--- src/rtl/jpeg_pkg.sv ---
// Shared constants and FSM state type for the JPEG front-end image readers.
// The block geometry lives here so every reader agrees on the 8x8 walk.
package jpeg_pkg;

   localparam int BLK_DIM      = 8;
   localparam int PIX_PER_WORD = 4;

   typedef enum logic [1:0] {
      IDLE  = 2'd0,
      RUN   = 2'd1,
      DRAIN = 2'd2
   } rd_state_t;

endpackage

--- src/rtl/image_block_reader_if.sv ---
// Word stream from the block reader to the downstream DCT/level-shift stage.
// valid/ready: a word transfers on a clock edge where out_valid & out_ready are both high; once out_valid rises, it and out_data/tags hold until that transfer.
interface image_block_reader_if #(
   parameter int DATA_WIDTH = 32
);

   logic [DATA_WIDTH-1:0] out_data;
   logic                  out_valid;
   logic                  out_ready;
   logic                  out_blk_last;
   logic                  out_frame_last;

   modport master (
      output out_data,
      output out_valid,
      output out_blk_last,
      output out_frame_last,
      input  out_ready
   );

   modport slave (
      input  out_data,
      input  out_valid,
      input  out_blk_last,
      input  out_frame_last,
      output out_ready
   );

endinterface

--- src/rtl/word_skid_fifo.sv ---
// Two-entry FIFO that absorbs the RAM read latency so the stream can stall
// without losing the word already in flight.
module word_skid_fifo #(
   parameter int WIDTH = 34
) (
   input  logic             clk,
   input  logic             rst_n,
   input  logic             push_i,
   input  logic [WIDTH-1:0] push_data_i,
   input  logic             pop_i,
   output logic [1:0]       count_o,
   output logic [WIDTH-1:0] head_o
);

   logic [WIDTH-1:0] slot_q [2];
   logic             rd_ptr_q, rd_ptr_d;
   logic             wr_ptr_q, wr_ptr_d;
   logic [1:0]       count_q, count_d;
   logic             push_ok;
   logic             pop_ok;

   assign push_ok = push_i && (count_q != 2'd2);
   assign pop_ok  = pop_i && (count_q != 2'd0);

   always_comb begin
      rd_ptr_d = rd_ptr_q;
      wr_ptr_d = wr_ptr_q;
      count_d  = count_q + 2'(push_ok) - 2'(pop_ok);
      if (push_ok) wr_ptr_d = ~wr_ptr_q;
      if (pop_ok)  rd_ptr_d = ~rd_ptr_q;
   end

   always_ff @(posedge clk) begin
      if (!rst_n) begin
         slot_q[0] <= '0;
         slot_q[1] <= '0;
         rd_ptr_q  <= 1'b0;
         wr_ptr_q  <= 1'b0;
         count_q   <= 2'd0;
      end else begin
         if (push_ok) slot_q[wr_ptr_q] <= push_data_i;
         rd_ptr_q <= rd_ptr_d;
         wr_ptr_q <= wr_ptr_d;
         count_q  <= count_d;
      end
   end

   assign count_o = count_q;
   assign head_o  = slot_q[rd_ptr_q];

endmodule

--- src/rtl/image_block_reader.sv ---
// Walks the raster image RAM in 8x8 block order and streams the words out
// over a valid/ready link; reads are only issued when the FIFO has room.
module image_block_reader
   import jpeg_pkg::*;
#(
   parameter int DATA_WIDTH    = 32,
   parameter int ADDR_WIDTH    = 16,
   parameter int WORDS_PER_ROW = 128,
   parameter int ROWS          = 512,
   parameter int BLK_WORDS     = BLK_DIM / PIX_PER_WORD
) (
   input  logic                  clk,
   input  logic                  rst_n,
   input  logic                  start,
   output logic                  busy,
   output logic                  done,
   output logic [ADDR_WIDTH-1:0] rd_addr,
   input  logic [DATA_WIDTH-1:0] mem_q,
   image_block_reader_if.master  out_if,
   output rd_state_t             dbg_state_o
);

   localparam int W_W    = (BLK_WORDS > 1) ? $clog2(BLK_WORDS) : 1;
   localparam int R_W    = $clog2(BLK_DIM);
   localparam int BC_N   = WORDS_PER_ROW / BLK_WORDS;
   localparam int BC_W   = (BC_N > 1) ? $clog2(BC_N) : 1;
   localparam int BR_N   = ROWS / BLK_DIM;
   localparam int BR_W   = (BR_N > 1) ? $clog2(BR_N) : 1;
   localparam int ROW_SH = $clog2(WORDS_PER_ROW);
   localparam int COL_SH = $clog2(BLK_WORDS);
   localparam int TW     = DATA_WIDTH + 2;

   rd_state_t       state_q, state_d;
   logic [W_W-1:0]  w_q, w_d;
   logic [R_W-1:0]  r_q, r_d;
   logic [BC_W-1:0] bc_q, bc_d;
   logic [BR_W-1:0] br_q, br_d;
   logic            inflight_q;
   logic            blk_tag_q;
   logic            frame_tag_q;
   logic            done_q, done_d;

   logic            w_last, r_last, bc_last, br_last;
   logic            blk_end, frame_end;
   logic            pop, issue;
   logic [2:0]      occupancy;
   logic [1:0]      fifo_count;
   logic [TW-1:0]   fifo_head;

   assign w_last    = (w_q == W_W'(BLK_WORDS - 1));
   assign r_last    = (r_q == R_W'(BLK_DIM - 1));
   assign bc_last   = (bc_q == BC_W'(BC_N - 1));
   assign br_last   = (br_q == BR_W'(BR_N - 1));
   assign blk_end   = w_last && r_last;
   assign frame_end = blk_end && bc_last && br_last;

   // Count the word in flight from the RAM so a stalled stream never overflows the FIFO.
   assign pop       = out_if.out_valid & out_if.out_ready;
   assign occupancy = 3'(fifo_count) + 3'(inflight_q) - 3'(pop);
   assign issue     = (state_q == RUN) && (occupancy < 3'd2);

   always_comb begin
      w_d  = w_q;
      r_d  = r_q;
      bc_d = bc_q;
      br_d = br_q;
      if (issue) begin
         w_d = w_last ? '0 : w_q + 1'b1;
         if (w_last) begin
            r_d = r_last ? '0 : r_q + 1'b1;
            if (r_last) begin
               bc_d = bc_last ? '0 : bc_q + 1'b1;
               if (bc_last) br_d = br_last ? '0 : br_q + 1'b1;
            end
         end
      end
   end

   always_comb begin
      state_d = state_q;
      done_d  = 1'b0;
      case (state_q)
         IDLE:  if (start) state_d = RUN;
         RUN:   if (issue && frame_end) state_d = DRAIN;
         DRAIN: begin
            // Leave as the last buffered word is accepted, so done lines up with that edge.
            if (!inflight_q && ((fifo_count == 2'd0) || ((fifo_count == 2'd1) && pop))) begin
               state_d = IDLE;
               done_d  = 1'b1;
            end
         end
         default: state_d = IDLE;
      endcase
   end

   always_ff @(posedge clk) begin
      if (!rst_n) begin
         state_q     <= IDLE;
         w_q         <= '0;
         r_q         <= '0;
         bc_q        <= '0;
         br_q        <= '0;
         inflight_q  <= 1'b0;
         blk_tag_q   <= 1'b0;
         frame_tag_q <= 1'b0;
         done_q      <= 1'b0;
      end else begin
         state_q     <= state_d;
         w_q         <= w_d;
         r_q         <= r_d;
         bc_q        <= bc_d;
         br_q        <= br_d;
         inflight_q  <= issue;
         blk_tag_q   <= issue && blk_end;
         frame_tag_q <= issue && frame_end;
         done_q      <= done_d;
      end
   end

   // Row index {br, r} scaled by the row pitch, plus the block column offset and word.
   assign rd_addr = (ADDR_WIDTH'({br_q, r_q}) << ROW_SH)
                  | (ADDR_WIDTH'(bc_q) << COL_SH)
                  | ADDR_WIDTH'(w_q);

   word_skid_fifo #(
      .WIDTH (TW)
   ) u_fifo (
      .clk         (clk),
      .rst_n       (rst_n),
      .push_i      (inflight_q),
      .push_data_i ({frame_tag_q, blk_tag_q, mem_q}),
      .pop_i       (pop),
      .count_o     (fifo_count),
      .head_o      (fifo_head)
   );

   assign out_if.out_valid      = (fifo_count != 2'd0);
   assign out_if.out_data       = fifo_head[DATA_WIDTH-1:0];
   assign out_if.out_blk_last   = fifo_head[DATA_WIDTH];
   assign out_if.out_frame_last = fifo_head[DATA_WIDTH+1];

   assign busy        = (state_q != IDLE);
   assign done        = done_q;
   assign dbg_state_o = state_q;

endmodule

--- src/flat_wrapper.sv ---
// flat-port wrapper written by rule: the top's interface ports become plain ports
module image_block_reader_flat import jpeg_pkg::*;
#(
   parameter int DATA_WIDTH    = 32,
   parameter int ADDR_WIDTH    = 16,
   parameter int WORDS_PER_ROW = 128,
   parameter int ROWS          = 512,
   parameter int BLK_WORDS     = BLK_DIM / PIX_PER_WORD
)
  (clk, rst_n, start, busy, done, rd_addr, mem_q, dbg_state_o, out_if_out_data, out_if_out_valid, out_if_out_blk_last, out_if_out_frame_last, out_if_out_ready);
  image_block_reader_if #(.DATA_WIDTH(DATA_WIDTH)) out_if_i ();
  input  logic clk;
  input  logic rst_n;
  input  logic start;
  output logic busy;
  output logic done;
  output logic [ADDR_WIDTH-1:0] rd_addr;
  input  logic [DATA_WIDTH-1:0] mem_q;
  output rd_state_t dbg_state_o;
  output wire logic [$bits(out_if_i.out_data)-1:0] out_if_out_data;
  output wire logic [$bits(out_if_i.out_valid)-1:0] out_if_out_valid;
  output wire logic [$bits(out_if_i.out_blk_last)-1:0] out_if_out_blk_last;
  output wire logic [$bits(out_if_i.out_frame_last)-1:0] out_if_out_frame_last;
  input wire logic [$bits(out_if_i.out_ready)-1:0] out_if_out_ready;
  assign out_if_out_data = out_if_i.out_data;
  assign out_if_out_valid = out_if_i.out_valid;
  assign out_if_out_blk_last = out_if_i.out_blk_last;
  assign out_if_out_frame_last = out_if_i.out_frame_last;
  assign out_if_i.out_ready = out_if_out_ready;
  image_block_reader #(.DATA_WIDTH(DATA_WIDTH), .ADDR_WIDTH(ADDR_WIDTH), .WORDS_PER_ROW(WORDS_PER_ROW), .ROWS(ROWS), .BLK_WORDS(BLK_WORDS)) u_core (.clk(clk), .rst_n(rst_n), .start(start), .busy(busy), .done(done), .rd_addr(rd_addr), .mem_q(mem_q), .out_if(out_if_i), .dbg_state_o(dbg_state_o));
endmodule
--- config.mk ---
export PLATFORM = sky130hd
export DESIGN_NAME = image_block_reader_flat
export DESIGN_NICKNAME = d
export VERILOG_FILES = /design/src/rtl/jpeg_pkg.sv /design/src/rtl/image_block_reader_if.sv /design/src/rtl/word_skid_fifo.sv /design/src/rtl/image_block_reader.sv /design/src/flat_wrapper.sv
export SDC_FILE = /design/constraint.sdc
export NUM_CORES = 1
export LEC_CHECK = 0
export ABC_CLOCK_PERIOD_IN_PS = 10100
export CORE_MARGIN = 10
export CORE_UTILIZATION = 55
export DETAILED_ROUTE_END_ITERATION = 10
export HOLD_SLACK_MARGIN = 0.15
export MAX_ROUTING_LAYER = met4
export PLACE_DENSITY_LB_ADDON = 0.2
export SETUP_SLACK_MARGIN = 0.4
export SLEW_MARGIN = 20
export SYNTH_ARGS = -nofsm -noshare
export SYNTH_HDL_FRONTEND = slang
export SYNTH_SLANG_ARGS = --single-unit
export TNS_END_PERCENT = 5
--- constraint.sdc ---
create_clock -name clk -period 10.1 [get_ports clk]
set_clock_uncertainty 0.1 [all_clocks]
set_input_delay 2.525 -clock clk [delete_from_list [all_inputs] [get_ports clk]]
set_output_delay 2.525 -clock clk [all_outputs]
set_load 0.01 [all_outputs]
# == Word-level counts from Yosys, hierarchy flattened ==
# Memories as Yosys holds them, arrays and structs flattened. A register that Yosys moved wholly into a read port is not among the register bits.
# Cells that the tools add are included.
# totals
wordCells,77
memories,1
ram_bits,68
reg_bits,26
# classes
eq_ne,10
reduce_logical,22
bitwise_logic,5
muxes,18
order_cmp,1
addsub,8
# memory_table
name,words,word_bits,rd,rd_ports_with_merged_regs,wr,line_no,rtl
u_core.u_fifo.slot_q,2,34,1,1,2,word_skid_fifo.sv:15,logic [WIDTH-1:0] slot_q [2];
# op_table
operator,n
2-to-1 mux 34 bit,1
OR reduction 34 bit,1
bitwise OR 16 x 1 -> 16 bit,1
bitwise OR 16 x 7 -> 16 bit,1
"adder 6 x 1 -> 6 bit, second input constant",2
"equality test 6 bit, second input constant",2
2-to-1 mux 6 bit,2
logical AND 1 bit,10
2-to-1 mux 1 bit,10
2-to-1 mux 2 bit,3
"inequality test 2 bit, second input constant",3
case mux 2 bit (3 select lines),1
AND reduction 3 bit,2
"equality test 2 x 1 -> 1 bit, second input constant",2
logical NOT 2 bit,2
AND reduction 2 bit,2
AND reduction 4 bit,1
nonzero test 2 bit,2
adder 2 x 1 -> 3 bit,1
"adder 3 x 1 -> 3 bit, second input constant",1
"equality test 3 bit, second input constant",1
"less-than comparator 3 x 2 -> 1 bit, second input constant",1
2-to-1 mux 3 bit,1
subtractor 3 x 1 -> 3 bit,1
9 further kinds,10

# == Logic depth before layout (Yosys ltp) ==
# logic_depth
depth_word,8
depth_mapped,10
depth_no_buf,9

# == Hierarchy ==
# Synthesis repeated with hierarchy kept, for this count alone.
# unflattened
hier_cells,360
area_unflattened_um2,4330.4
# modules_own_cells
mod,area_per_inst_um2,instances,cells_each,seq_area_each_um2
word_skid_fifo,3235.6,1,244,2142.1
image_block_reader,1094.8,1,116,440.4

# == Worst setup path before layout ==
# OpenSTA, ideal clock, no wires.
# synth_path
path_type,in2reg
from,input port rst_n
to,"memory u_core.u_fifo.slot_q[1][0], enable pin"
arrival_time_ns,5.304
setup_ns,0.472
cell_stages,3
slack_ns,4.224
path_cell_list,clkbuf_1 -> nand2_1 -> o21ai_0
# synth_lines
item,line_no,rtl
"start, declared",flat_wrapper.sv:13,input logic rst_n;
"end, declared",word_skid_fifo.sv:15,

# == Final worst setup path ==
# layout_path
from,input port out_if_out_ready
to,register u_core.br_q[5]
# layout_via
elab_chain_cells,5
# layout_rtl
item,line_no,rtl
"start, declared",flat_wrapper.sv:24,input wire logic [$bits(out_if_i.out_ready)-1:0] out_if_out_ready;
bitwise AND 1 bit,image_block_reader.sv:58,assign pop = out_if.out_valid & out_if.out_ready;
subtractor 3 x 1 -> 3 bit,image_block_reader.sv:59,assign occupancy = 3'(fifo_count) + 3'(inflight_q) - 3'(pop);
less-than comparator 3 x 2 -> 1 bit,image_block_reader.sv:60,assign issue = (state_q == RUN) && (occupancy < 3'd2);
logical AND 1 bit,image_block_reader.sv:60,
AND reduction 4 bit (no line),--,
"end signal, assigned",image_block_reader.sv:112,br_q <= br_d;
"end, declared",image_block_reader.sv:37,"logic [BR_W-1:0] br_q, br_d;"
# No other way between the ends.
# A chain may end at the register's enable or synchronous reset.

==> metrics.md <==
| Metric | Value |
|---|---|
| Status | `finished, final reports clean` |
| Total core area | `7370 µm²` |
| Leading post-synthesis cells by cell area | `edfxtp_1, dfxtp_1, and2_1` |
| Placer congestion estimate | `0.8147` |
| Beginning of the critical path | `out_if_out_ready` |
| Port bufs | `90` |
| Setup TNS Final | `0 ps` |
| RSZ-0062 raised after global routing | `no` |
| Initial DRC count | `144` |
| Final period utilization | `51.83%` |
| Met3 routed WL | `441 µm` |
| Number of setup buffers added after CTS | `0` |
| Synth area leader | `edfxtp_1` |
| Vias/cell | `5.320` |
| Met2 WL | `4220 µm` |
| Crit path launch type | `primary input` |
| Final min period | `5234 ps` |
| Crit-path slowest cell | `fa_1` |
| CP max FO | `8` |
| H-tree depth | `3` |
| YS warnings | `0` |
| Die area | `11580 µm²` |
| Post-CTS sizing | `0` |
| Worst path cell trace | `clkdlybuf4s50_1 -> and2_1 -> ha_1 -> nand2b_1 -> fa_1 -> and4b_1 -> nand3_4 -> or4_1 -> a21oi_1` |
| Final nets | `453` |
| Area Overhead vs Synth | `29.54%` |
| # hold bufs at CTS | `0` |
| Number of synthesized flops with an enable pin | `68` |
| Synthesized flop and latch total | `95` |
| Largest net degree at the start of global routing | `35` |
| Relative slew slack | `44.54%` |
| Die Height | `107.6 µm` |
| Post-Synthesis Cells | `321` |
| Fmax achieved | `191.0 MHz` |
| Max VDD drop | `105.1 µV` |
| Antenna Nets Post-Route | `0` |
| Deepest clock path buffer count | `2` |
| P_leak | `2.054 nW` |
| Ys async rst share | `0%` |
| Routed via count | `2729` |
| HPWL Detailed | `6075 µm` |
| Total gr overflow | `0` |
| Post-Syn Area | `4223 µm²` |
| WL/cell | `16.85 µm` |
| Final setup fails | `0` |
| DP Worst Slack | `4557 ps` |
| Drt pass-1 iters | `4` |
| Die W | `107.6 µm` |
| TritonCTS buffer count | `9` |
| Layout cells sized above 1 | `15.70%` |
| Hold WC Path Type | `flop to flop` |
| Starting Density | `57.30%` |
| Maxcap violations | `0` |
| FP Rows | `31` |
| Initial antenna violation count | `0` |
| Crit path kind | `primary input to flop` |
| Bufs and invs on worst path | `1` |
| Crit path capture type | `flop` |
| Tot GR Track Use | `15.82%` |
| Final hold violation count | `0` |
| Number of global-route vias before repair | `2910` |
| Crit-path leading delay family | `simple AND/OR/NAND/NOR gates` |
| Setup ws final | `4866 ps` |
| Syn_nets | `365` |
| Sequential area share after synthesis | `61.16%` |
| DRT met1 WL | `3871 µm` |
| Avg Synthesized Cell Area | `13.16 µm²` |
| CTS tree | `done` |
| Worst slew pin tran | `831.8 ps` |
| Residual DRC count | `0` |
| # diodes | `0` |
| Root Buffer | `clkbuf_8` |
| IO Pins | `91` |
| Clock sink count | `95` |
| Slowest stage delay, CP | `550 ps` |
| Hold Crit Start | `u_core.r_q[0]` |
| Clock transition at path regs | `90 ps` |
| R2R Path Start | `u_core.u_fifo.count_o[1]` |
| Primary FF master, synth | `edfxtp_1` |
| Worst endpoint required time | `10270 ps` |
| Final slew viol count | `0` |
| Arr. time, crit path | `5410 ps` |
| Distinct cells, synth | `44` |
| Clk Latency, worst-skew pair | `360 ps` |
| Share of the synthesized area in the top cell type | `48.36%` |
| Final wirelength | `8642 µm` |
| DR top layer | `met4` |
| Global-route wire length before repair | `14250 µm` |
| PD cells | `197.7 nW/µm²` |
[final timing paths]
path	endpoint	slack [ps]	cells after the start
setup reg to reg	u_core.br_q[5]	6700	9
hold / removal	u_core.r_q[0]	400	2
hold reg to reg	u_core.r_q[0]	400	2
setup / recovery	u_core.br_q[5]	4870	9
[synth_stat cells, types with 3 or more instances]
cell	instances
inv_1	5
nand2_1	7
or3_1	3
ha_1	7
o21ai_0	6
clkbuf_1	12
xor2_1	6
mux2_2	34
and2_1	70
dfxtp_1	27
mux2i_1	4
nand4_1	4
a21oi_1	7
nand3_1	3
xnor2_1	3
edfxtp_1	68
or4_1	3
nor2_1	18
[final cells by class]
class | count | area [µm²]
inverters | 6 | 22.52
clock inverters | 6 | 68.82
fillers | 514 | 1899
well taps | 99 | 123.9
clock buffers | 10 | 127.6
multi-input cells | 204 | 1580
flip-flops and latches | 95 | 2584
repair buffers | 93 | 963.4
[tightest hold or removal path, delay by kind of cell (launching register included)]
family             cells  cell delay, ps
DFF                    1             340
AOI/OAI and AO/OA      1              50
and+or+nand+nor        1              60
[cells by family (layout without fill, tap and decap cells)]
| logic type | Yosys count | count (layout) | share of synthesized area (%) |
|---|---|---|---|
| adders and majority gates | 8 | 8 | 2.548 |
| buffers and inverters | 22 | 115 | 2.252 |
| AOI/OAI and AO/OA | 21 | 21 | 3.260 |
| muxes | 38 | 38 | 10.01 |
| xor gates and xnor gates | 10 | 10 | 2.519 |
| DFF | 95 | 95 | 61.16 |
| and+or+nand+nor | 127 | 127 | 18.25 |
[flip-flops by register name, indices dropped and copies added (netlist names), named ones only]
register and cells:
u_core.done 1, u_core.w_last 1, u_core.blk_tag_q 1, u_core.br_q 6
u_core.inflight_q 1, u_core.u_fifo.count_o 2, u_core.r_q 3, u_core.frame_tag_q 1
u_core.u_fifo.rd_ptr_q 1, u_core.u_fifo.slot_q 68, u_core.bc_q 6, u_core.u_fifo.wr_ptr_q 1
u_core.dbg_state_o 2
[per-stage QoR]
stage	area, µm²	total power, mW	hold slack, ps	instances	util [%]
global route	5470	1.136	460.6	513	74.23
finish	5470	1.082	396.6	513	74.23
detailed placement	5246	0.8432	385.3	496	71.19
floorplan	4223	0.6905	381.3	321	-
CTS	5443	1.090	400.0	512	73.85
global placement	5214	0.8308	379.8	495	70.75
[cells in the final DEF, fill, tap and decap left out, drive strengths merged, types with 4 or more instances in the layout]
cell / synthesis / routed
clkdlybuf4s50: 0 / 90
and2: 70 / 70
edfxtp: 68 / 68
mux2: 34 / 34
dfxtp: 27 / 27
nor2: 18 / 18
clkbuf: 13 / 10
nand2: 7 / 7
a21oi: 7 / 7
ha: 7 / 7
o21ai: 7 / 7
xor2: 6 / 6
inv: 5 / 6
nand4: 6 / 6
mux2i: 4 / 4
xnor2: 4 / 4
nand3: 4 / 4
[layer usage]
| metal | vias up | GRT usage (%) |
|---|---|---|
| met2 | 85 | 25.24 |
| li1 | 1322 | - |
| met5 | - | - |
| met4 | 0 | 6.011 |
| met3 | 11 | 2.695 |
| met1 | 1311 | 19.70 |
[where the power goes]
part	total [mW]	internal, mW	switching (mW)
Sequential	0.505	0.467	0.0382
Combinational	0.329	0.189	0.140
Clock	0.247	0.116	0.132
Total	1.08	0.772	0.310
Note: power is estimated with default switching activity, not from simulation.
